File: src/rtl/seg_pkg.sv
// rtl/seg_pkg.sv - shared constants, write-word layout and segment decode for the scan scheduler
package seg_pkg;

    typedef logic [5:0] seg_wdata_t;

    localparam logic [7:0] SEG_OFF  = 8'h80;
    localparam logic [5:0] EN_OFF   = 6'b111111;
    localparam int         WD_BLANK = 5;
    localparam int         WD_DP    = 4;
    localparam seg_wdata_t WD_RESET = 6'b100000;

    function automatic logic [6:0] hex2seg(input logic [3:0] hex);
        logic [6:0] seg;
        case (hex)
            4'h0: seg = 7'h3F;
            4'h1: seg = 7'h06;
            4'h2: seg = 7'h5B;
            4'h3: seg = 7'h4F;
            4'h4: seg = 7'h66;
            4'h5: seg = 7'h6D;
            4'h6: seg = 7'h7D;
            4'h7: seg = 7'h07;
            4'h8: seg = 7'h7F;
            4'h9: seg = 7'h6F;
            4'hA: seg = 7'h77;
            4'hB: seg = 7'h7C;
            4'hC: seg = 7'h39;
            4'hD: seg = 7'h5E;
            4'hE: seg = 7'h79;
            default: seg = 7'h71;
        endcase
        return seg;
    endfunction

    // A blanked digit keeps DP off as well, so it looks identical to the dark slot
    function automatic logic [7:0] seg_byte(input seg_wdata_t wd);
        if (wd[WD_BLANK]) begin
            return SEG_OFF;
        end
        return {~wd[WD_DP], hex2seg(wd[3:0])};
    endfunction

endpackage

File: src/rtl/seg_rr_arbiter.sv
// rtl/seg_rr_arbiter.sv - two-way round-robin write arbiter; req[0]/gnt[0] = A, req[1]/gnt[1] = B
module seg_rr_arbiter (
    input  logic       clk,
    input  logic       rst,
    input  logic [1:0] req,
    output logic [1:0] gnt
);

    logic ptr_q, ptr_d;

    // The pointer only moves on contention; an uncontested grant leaves priority alone
    always_comb begin
        gnt   = 2'b00;
        ptr_d = ptr_q;
        case (req)
            2'b01: gnt = 2'b01;
            2'b10: gnt = 2'b10;
            2'b11: begin
                gnt   = ptr_q ? 2'b10 : 2'b01;
                ptr_d = ~ptr_q;
            end
            default: gnt = 2'b00;
        endcase
    end

    always_ff @(posedge clk or posedge rst) begin
        if (rst) begin
            ptr_q <= 1'b0;
        end else begin
            ptr_q <= ptr_d;
        end
    end

endmodule

File: src/rtl/seg_scan_scheduler.sv
// rtl/seg_scan_scheduler.sv - six-digit seven-segment scan controller with a shared, arbitrated digit buffer
module seg_scan_scheduler
    import seg_pkg::*;
#(
    parameter int SCAN_DIV  = 50_000,
    parameter int BLANK_CYC = 500,
    parameter int DIGITS    = 6,
    parameter int CNT_W     = 16
) (
    input  logic       CLK_50M,
    input  logic       RST,
    input  logic       ENABLE,
    input  logic       A_REQ,
    input  logic [2:0] A_IDX,
    input  logic [5:0] A_WDATA,
    output logic       A_ACK,
    input  logic       B_REQ,
    input  logic [2:0] B_IDX,
    input  logic [5:0] B_WDATA,
    output logic       B_ACK,
    output logic [5:0] SEG_EN,
    output logic [7:0] SEG_DATA
);

    localparam logic ST_BLANK = 1'b0;
    localparam logic ST_SHOW  = 1'b1;

    localparam logic [CNT_W-1:0] BLANK_LAST = CNT_W'(BLANK_CYC - 1);
    localparam logic [CNT_W-1:0] SLOT_LAST  = CNT_W'(SCAN_DIV - 1);
    localparam logic [2:0]       IDX_LAST   = 3'(DIGITS - 1);

    logic [CNT_W-1:0] cnt_q, cnt_d;
    logic             state_q, state_d;
    logic [2:0]       idx_q, idx_d;
    seg_wdata_t       digit_buf_q [DIGITS];
    seg_wdata_t       digit_buf_d [DIGITS];
    seg_wdata_t       disp_q, disp_d;
    seg_wdata_t       cur_wd;
    logic [5:0]       seg_en_q, seg_en_d;
    logic [7:0]       seg_data_q, seg_data_d;
    logic             a_ack_q, a_ack_d;
    logic             b_ack_q, b_ack_d;
    logic [1:0]       req;
    logic [1:0]       gnt;

    // A request seen in its own ACK cycle is the one just served, not a new one
    assign req = {B_REQ & ~b_ack_q, A_REQ & ~a_ack_q};

    seg_rr_arbiter u_arb (
        .clk (CLK_50M),
        .rst (RST),
        .req (req),
        .gnt (gnt)
    );

    always_comb begin
        cur_wd = WD_RESET;
        for (int i = 0; i < DIGITS; i++) begin
            if (idx_q == 3'(i)) begin
                cur_wd = digit_buf_q[i];
            end
        end
    end

    always_comb begin
        cnt_d   = cnt_q;
        state_d = state_q;
        idx_d   = idx_q;
        disp_d  = disp_q;
        if (!ENABLE) begin
            cnt_d   = '0;
            state_d = ST_BLANK;
            idx_d   = '0;
        end else begin
            cnt_d = (cnt_q == SLOT_LAST) ? '0 : cnt_q + CNT_W'(1);
            case (state_q)
                ST_BLANK: begin
                    if (cnt_q == BLANK_LAST) begin
                        state_d = ST_SHOW;
                        disp_d  = cur_wd;
                    end
                end
                default: begin
                    if (cnt_q == SLOT_LAST) begin
                        state_d = ST_BLANK;
                        idx_d   = (idx_q == IDX_LAST) ? 3'd0 : idx_q + 3'd1;
                    end
                end
            endcase
        end
    end

    // Outputs are built from next-state values so the pins change on the same edge as the FSM
    always_comb begin
        seg_en_d   = EN_OFF;
        seg_data_d = SEG_OFF;
        if (state_d == ST_SHOW) begin
            seg_en_d   = ~(6'b000001 << idx_d);
            seg_data_d = seg_byte(disp_d);
        end
    end

    always_comb begin
        a_ack_d = gnt[0];
        b_ack_d = gnt[1];
        for (int i = 0; i < DIGITS; i++) begin
            digit_buf_d[i] = digit_buf_q[i];
            if (gnt[0] && A_IDX == 3'(i)) begin
                digit_buf_d[i] = A_WDATA;
            end
            if (gnt[1] && B_IDX == 3'(i)) begin
                digit_buf_d[i] = B_WDATA;
            end
        end
    end

    always_ff @(posedge CLK_50M or posedge RST) begin
        if (RST) begin
            cnt_q      <= '0;
            state_q    <= ST_BLANK;
            idx_q      <= '0;
            disp_q     <= WD_RESET;
            seg_en_q   <= EN_OFF;
            seg_data_q <= SEG_OFF;
            a_ack_q    <= 1'b0;
            b_ack_q    <= 1'b0;
            for (int i = 0; i < DIGITS; i++) begin
                digit_buf_q[i] <= WD_RESET;
            end
        end else begin
            cnt_q      <= cnt_d;
            state_q    <= state_d;
            idx_q      <= idx_d;
            disp_q     <= disp_d;
            seg_en_q   <= seg_en_d;
            seg_data_q <= seg_data_d;
            a_ack_q    <= a_ack_d;
            b_ack_q    <= b_ack_d;
            for (int i = 0; i < DIGITS; i++) begin
                digit_buf_q[i] <= digit_buf_d[i];
            end
        end
    end

    assign SEG_EN   = seg_en_q;
    assign SEG_DATA = seg_data_q;
    assign A_ACK    = a_ack_q;
    assign B_ACK    = b_ack_q;

endmodule

File: config.mk
export PLATFORM = sky130hd
export DESIGN_NAME = seg_scan_scheduler
export DESIGN_NICKNAME = d
export VERILOG_FILES = /design/src/rtl/seg_pkg.sv /design/src/rtl/seg_rr_arbiter.sv /design/src/rtl/seg_scan_scheduler.sv
export SDC_FILE = /design/constraint.sdc
export NUM_CORES = 1
export LEC_CHECK = 0
export CORE_UTILIZATION = 62
export CTS_CLUSTER_SIZE = 20
export DETAILED_ROUTE_END_ITERATION = 7
export PLACE_DENSITY = 0.91
export SKIP_LAST_GASP = 1
export SYNTH_ARGS = -nofsm -noshare
export SYNTH_HDL_FRONTEND = slang
export SYNTH_HIERARCHICAL = 1
export SYNTH_SLANG_ARGS = --single-unit
File: constraint.sdc
create_clock -name CLK_50M -period 5.85 [get_ports CLK_50M]
set_clock_uncertainty 0.05 [all_clocks]
set_input_delay 0.8775 -clock CLK_50M [delete_from_list [all_inputs] [get_ports CLK_50M]]
set_output_delay 0.8775 -clock CLK_50M [all_outputs]
set_load 0.01 [all_outputs]
==> summary.txt <==
GRT
  – Largest net degree at the start of global routing: 79
  – GRT overflow: 0
  – Initial antenna violation count: 0
  – Busiest grt layer: met2
  – Number of global-route vias before repair: 3,257
  – Met1 Usage GRT: 0.363
  – First-pass GRT wire length: 15,300 um
  – GR Util met3: 0.0643
  – Met2 usage: 0.446
  – Tot GR Track Use: 0.280

Worst setup path
  – Top cell by count, worst path: nand2_1
  – Slowest CP cell: o21ai_0
  – Top Family by Delay on Critical Path: simple AND/OR/NAND/NOR gates
  – CP Class: in -> reg
  – Worst Path Buf+Inv: 2
  – CP max FO: 8
  – Reg2reg setup slack: 2.12 ns
  – Worst r2r src: idx_q[1]
  – Req. time, crit path: 6.05 ns
  – CP Capture Type: flop
  – Crit path arrival time: 4.07 ns
  – R2r endpoint: SEG_DATA[3]
  – Reg2Reg Depth: 11
  – Crit path launch type: input pin
  – Crit. path cell count: 11
  – CP cell instances: clkdlybuf4s50_1 > nor4b_1 > nand2_1 > nor3_4 > nand2_1 > o21ai_0 > inv_1 > ha_1 > nor2_1 > a211oi_1 > nor3_1
  – Crit path largest cell delay: 0.66 ns

STA
  – Final period util: 0.662
  – Hold Slack: 0.434 ns
  – Worst-Margin Slew: 1.18 ns
  – RSZ-0062 raised after global routing: false
  – Final min period: 3.87 ns
  – Hold Fails Final Rpt: 0
  – Final Setup Violations: 0
  – Max Clk Rate: 258 MHz
  – Worst rel slew slack: 0.209
  – Final Slew Violations: 0
  – Setup TNS: 0 ns

Yosys
  – Mux cell area share after synthesis: 0.128
  – XOR/XNOR Fraction of Synth Area: 0.0317
  – Syn Area/Cell: 9.84 sq um
  – EDFF count, synth: 0
  – Largest family of logic cells by synthesized area: simple AND/OR/NAND/NOR gates
  – Synthesized netlist cell count: 421
  – Post-synth cell types: 58
  – Seq/Total Area, Yosys: 0.482
  – Top FF cell, synth: dfrtp_1
  – Synth top area share: 0.393
  – Simple-gate share of the synthesized area: 0.194
  – Post-Synth Adder-Cell Area: 0.0242
  – Net Count, Synth: 452
  – Synth warnings: 6
  – Asr flop ratio synth: 1.00
  – Largest cells by area after synthesis: dfrtp_1, mux2i_1, dfstp_2
  – Mapped cell area: 4140 sq um
  – Leading area contributor after synthesis: dfrtp_1
  – Compound-Gate Fraction of Synth Area: 0.112
  – Seq cells post-synth: 79

Finish
  – Final net count: 490
  – N_diodes: 0
  – Layout cell share with drive strength beyond 1: 0.0991
  – Fill cell count: 429
  – P&R area growth vs syn: 15.1%
  – Final core occ: 0.746

Place
  – I/O Buffers: 38
  – Post-DP HPWL: 6330 um
  – Gpl congestion: 0.876

Clock network
  – CTS Buf Count: 9
  – Worst-path clk slew: 0.08 ns
  – Root Buffer: clkbuf_8
  – CTS tree: built
  – Post-CTS Hold Buffers: 0
  – Insertion delay to the later sink of the worst-skew pair: 0.36 ns
  – Post-CTS repair timing setup buffer count: 0
  – # resized after CTS: 0
  – H-tree depth: 3
  – Clock Tree Buf Depth: 2
  – Sink Count: 79

Die
  – Initial Utilization: 0.649
  – Die Span Y: 83.7 um
  – # rows: 29
  – Die Wd: 83.7 um
  – Core Region: 6390 sq um
  – Die outline area: 7010 sq um
  – Ports: 39

Worst hold path
  – Origin of the worst min-delay path: digit_buf_q[23]
  – HP Class: reg -> reg
  – Worst hold endpoint: digit_buf_q[23]
  – Cell count of the worst hold path: 2

Detailed routing
  – DR vias/cell: 6.10
  – DR WL/cell: 17.0 um
  – Initial DRC count: 226
  – DR pass1 iterations: 4
  – ANT nets after route: 0
  – Via count: 3,299
  – Final Routed Wirelength: 9210 um
  – DRC: 0

Pwr
  – Seq pwr share: 0.542
  – Comb pwr share: 0.192
  – Sw Pwr: 0.000399 W
  – Pwr dens: 291 nW/um^2
  – P_int: 0.000986 W
  – Clock power share: 0.267
  – Pleak: 2.08 nW
  – Switch share: 0.288
  – Peak VDD IR: 213 uV

Flow run
  – Max-Cap Viols: 0

Outcome
  – Outcome: finished, final reports clean
[final cells by class]
| type | count | area [sq um] | area share |
|---|---|---|---|
| tap | 77 | 96.3 | 0.0202 |
| timing repair buffer | 43 | 418 | 0.0877 |
| multi-input combinational | 312 | 2030 | 0.426 |
| inverter | 14 | 52.6 | 0.0110 |
| clock buffer | 12 | 155 | 0.0326 |
| sequential | 79 | 1990 | 0.418 |
| clock inverter | 4 | 20.0 | 0.00420 |
[layout by cell type (no fill, tap or decap), drive strengths merged, types with 11 or more instances in the layout]
cell type | netlist | layout
nand3 | 14 | 14
nand2 | 45 | 45
inv | 13 | 13
dfstp | 14 | 14
a21oi | 21 | 21
xor2 | 11 | 11
nor2 | 45 | 45
clkbuf | 11 | 12
clkdlybuf4s50 | 0 | 38
mux2i | 48 | 48
o21ai | 30 | 30
dfrtp | 65 | 65
[through the flow]
stage	area (sq um)	instances	power, W	setup WS (ns)
after floorplan	4140	421	0.000928	2.69
after global placement	4590	525	0.00100	2.06
after detailed placement	4590	525	0.00102	1.85
after CTS	4770	541	0.00139	2.06
after global routing	4770	541	0.00145	1.74
final	4770	541	0.00138	1.98
[logic make-up (layout without fill, tap and decap cells)]
family,count (synthesis),count (layout)
mux,51,51
compound gates,77,77
fa+ha+maj,8,8
simple gates,161,161
flops,79,79
buf+inv,30,73
xor+xnor,15,15
[layer usage]
layer | share of wire | wire [um]
met1 | 0.43 | 3960
met5 | 0 | 0
met2 | 0.49 | 4530
met4 | 0.024 | 220
met3 | 0.054 | 498
[synth_stat cells (2+ instances only)]
cell and number:
clkbuf_1 11, nand3_1 14, o2bb2ai_1 2, nor3_1 7
o211ai_1 3, nand3b_1 2, mux2i_1 47, nor3b_1 5
o21ai_0 30, ha_1 8, nand4b_1 2, dfrtp_1 65
and3_1 2, a31oi_1 2, inv_1 12, nor2_1 45
or2_2 2, or3_1 4, buf_1 3, mux2_2 2
or4bb_1 2, xor2_1 11, nand2b_1 6, nor2b_1 9
a22oi_1 2, and2_1 4, nor4_1 2, a211oi_1 3
nand4_1 5, nand2_1 45, a21oi_1 21, xnor2_1 4
dfstp_2 14
[tightest hold or removal path, cell delays in order (launching register included)]
cell	delay (ns)
dfstp_2	0.38
nand2_1	0.04
o21ai_0	0.07
[how the worst max path moves through the flow]
stage / startpoint / end / slack (ns)
global route: ENABLE / SEG_DATA[3] / 1.74
CTS: ENABLE / SEG_DATA[3] / 2.06
global placement: ENABLE / SEG_DATA[5] / 2.06
finish: ENABLE / SEG_DATA[3] / 1.98
detailed placement: ENABLE / SEG_DATA[3] / 1.85
floorplan: idx_q[1] / SEG_DATA[1] / 2.69
[registers in the layout, indices dropped and copies added (netlist names)]
name         count
digit_buf_q     36
SEG_DATA         8
A_ACK            1
state_q          1
B_ACK            1
cnt_q           16
idx_q            3
u_arb/ptr_q      1
disp_q           6
SEG_EN           6
[power by group through the flow]
stage / logic, W / clock network (W) / registers (W)
5_1_grt: 0.000297 / 0.000394 / 0.000763
3_3_place_gp: 0.000250 / 0 / 0.000751
4_1_cts: 0.000266 / 0.000373 / 0.000748
3_5_place_dp: 0.000265 / 0 / 0.000758
6_report: 0.000265 / 0.000369 / 0.000750
2_1_floorplan: 0.000190 / 0 / 0.000738
Note: power is estimated with default switching activity, not from simulation.
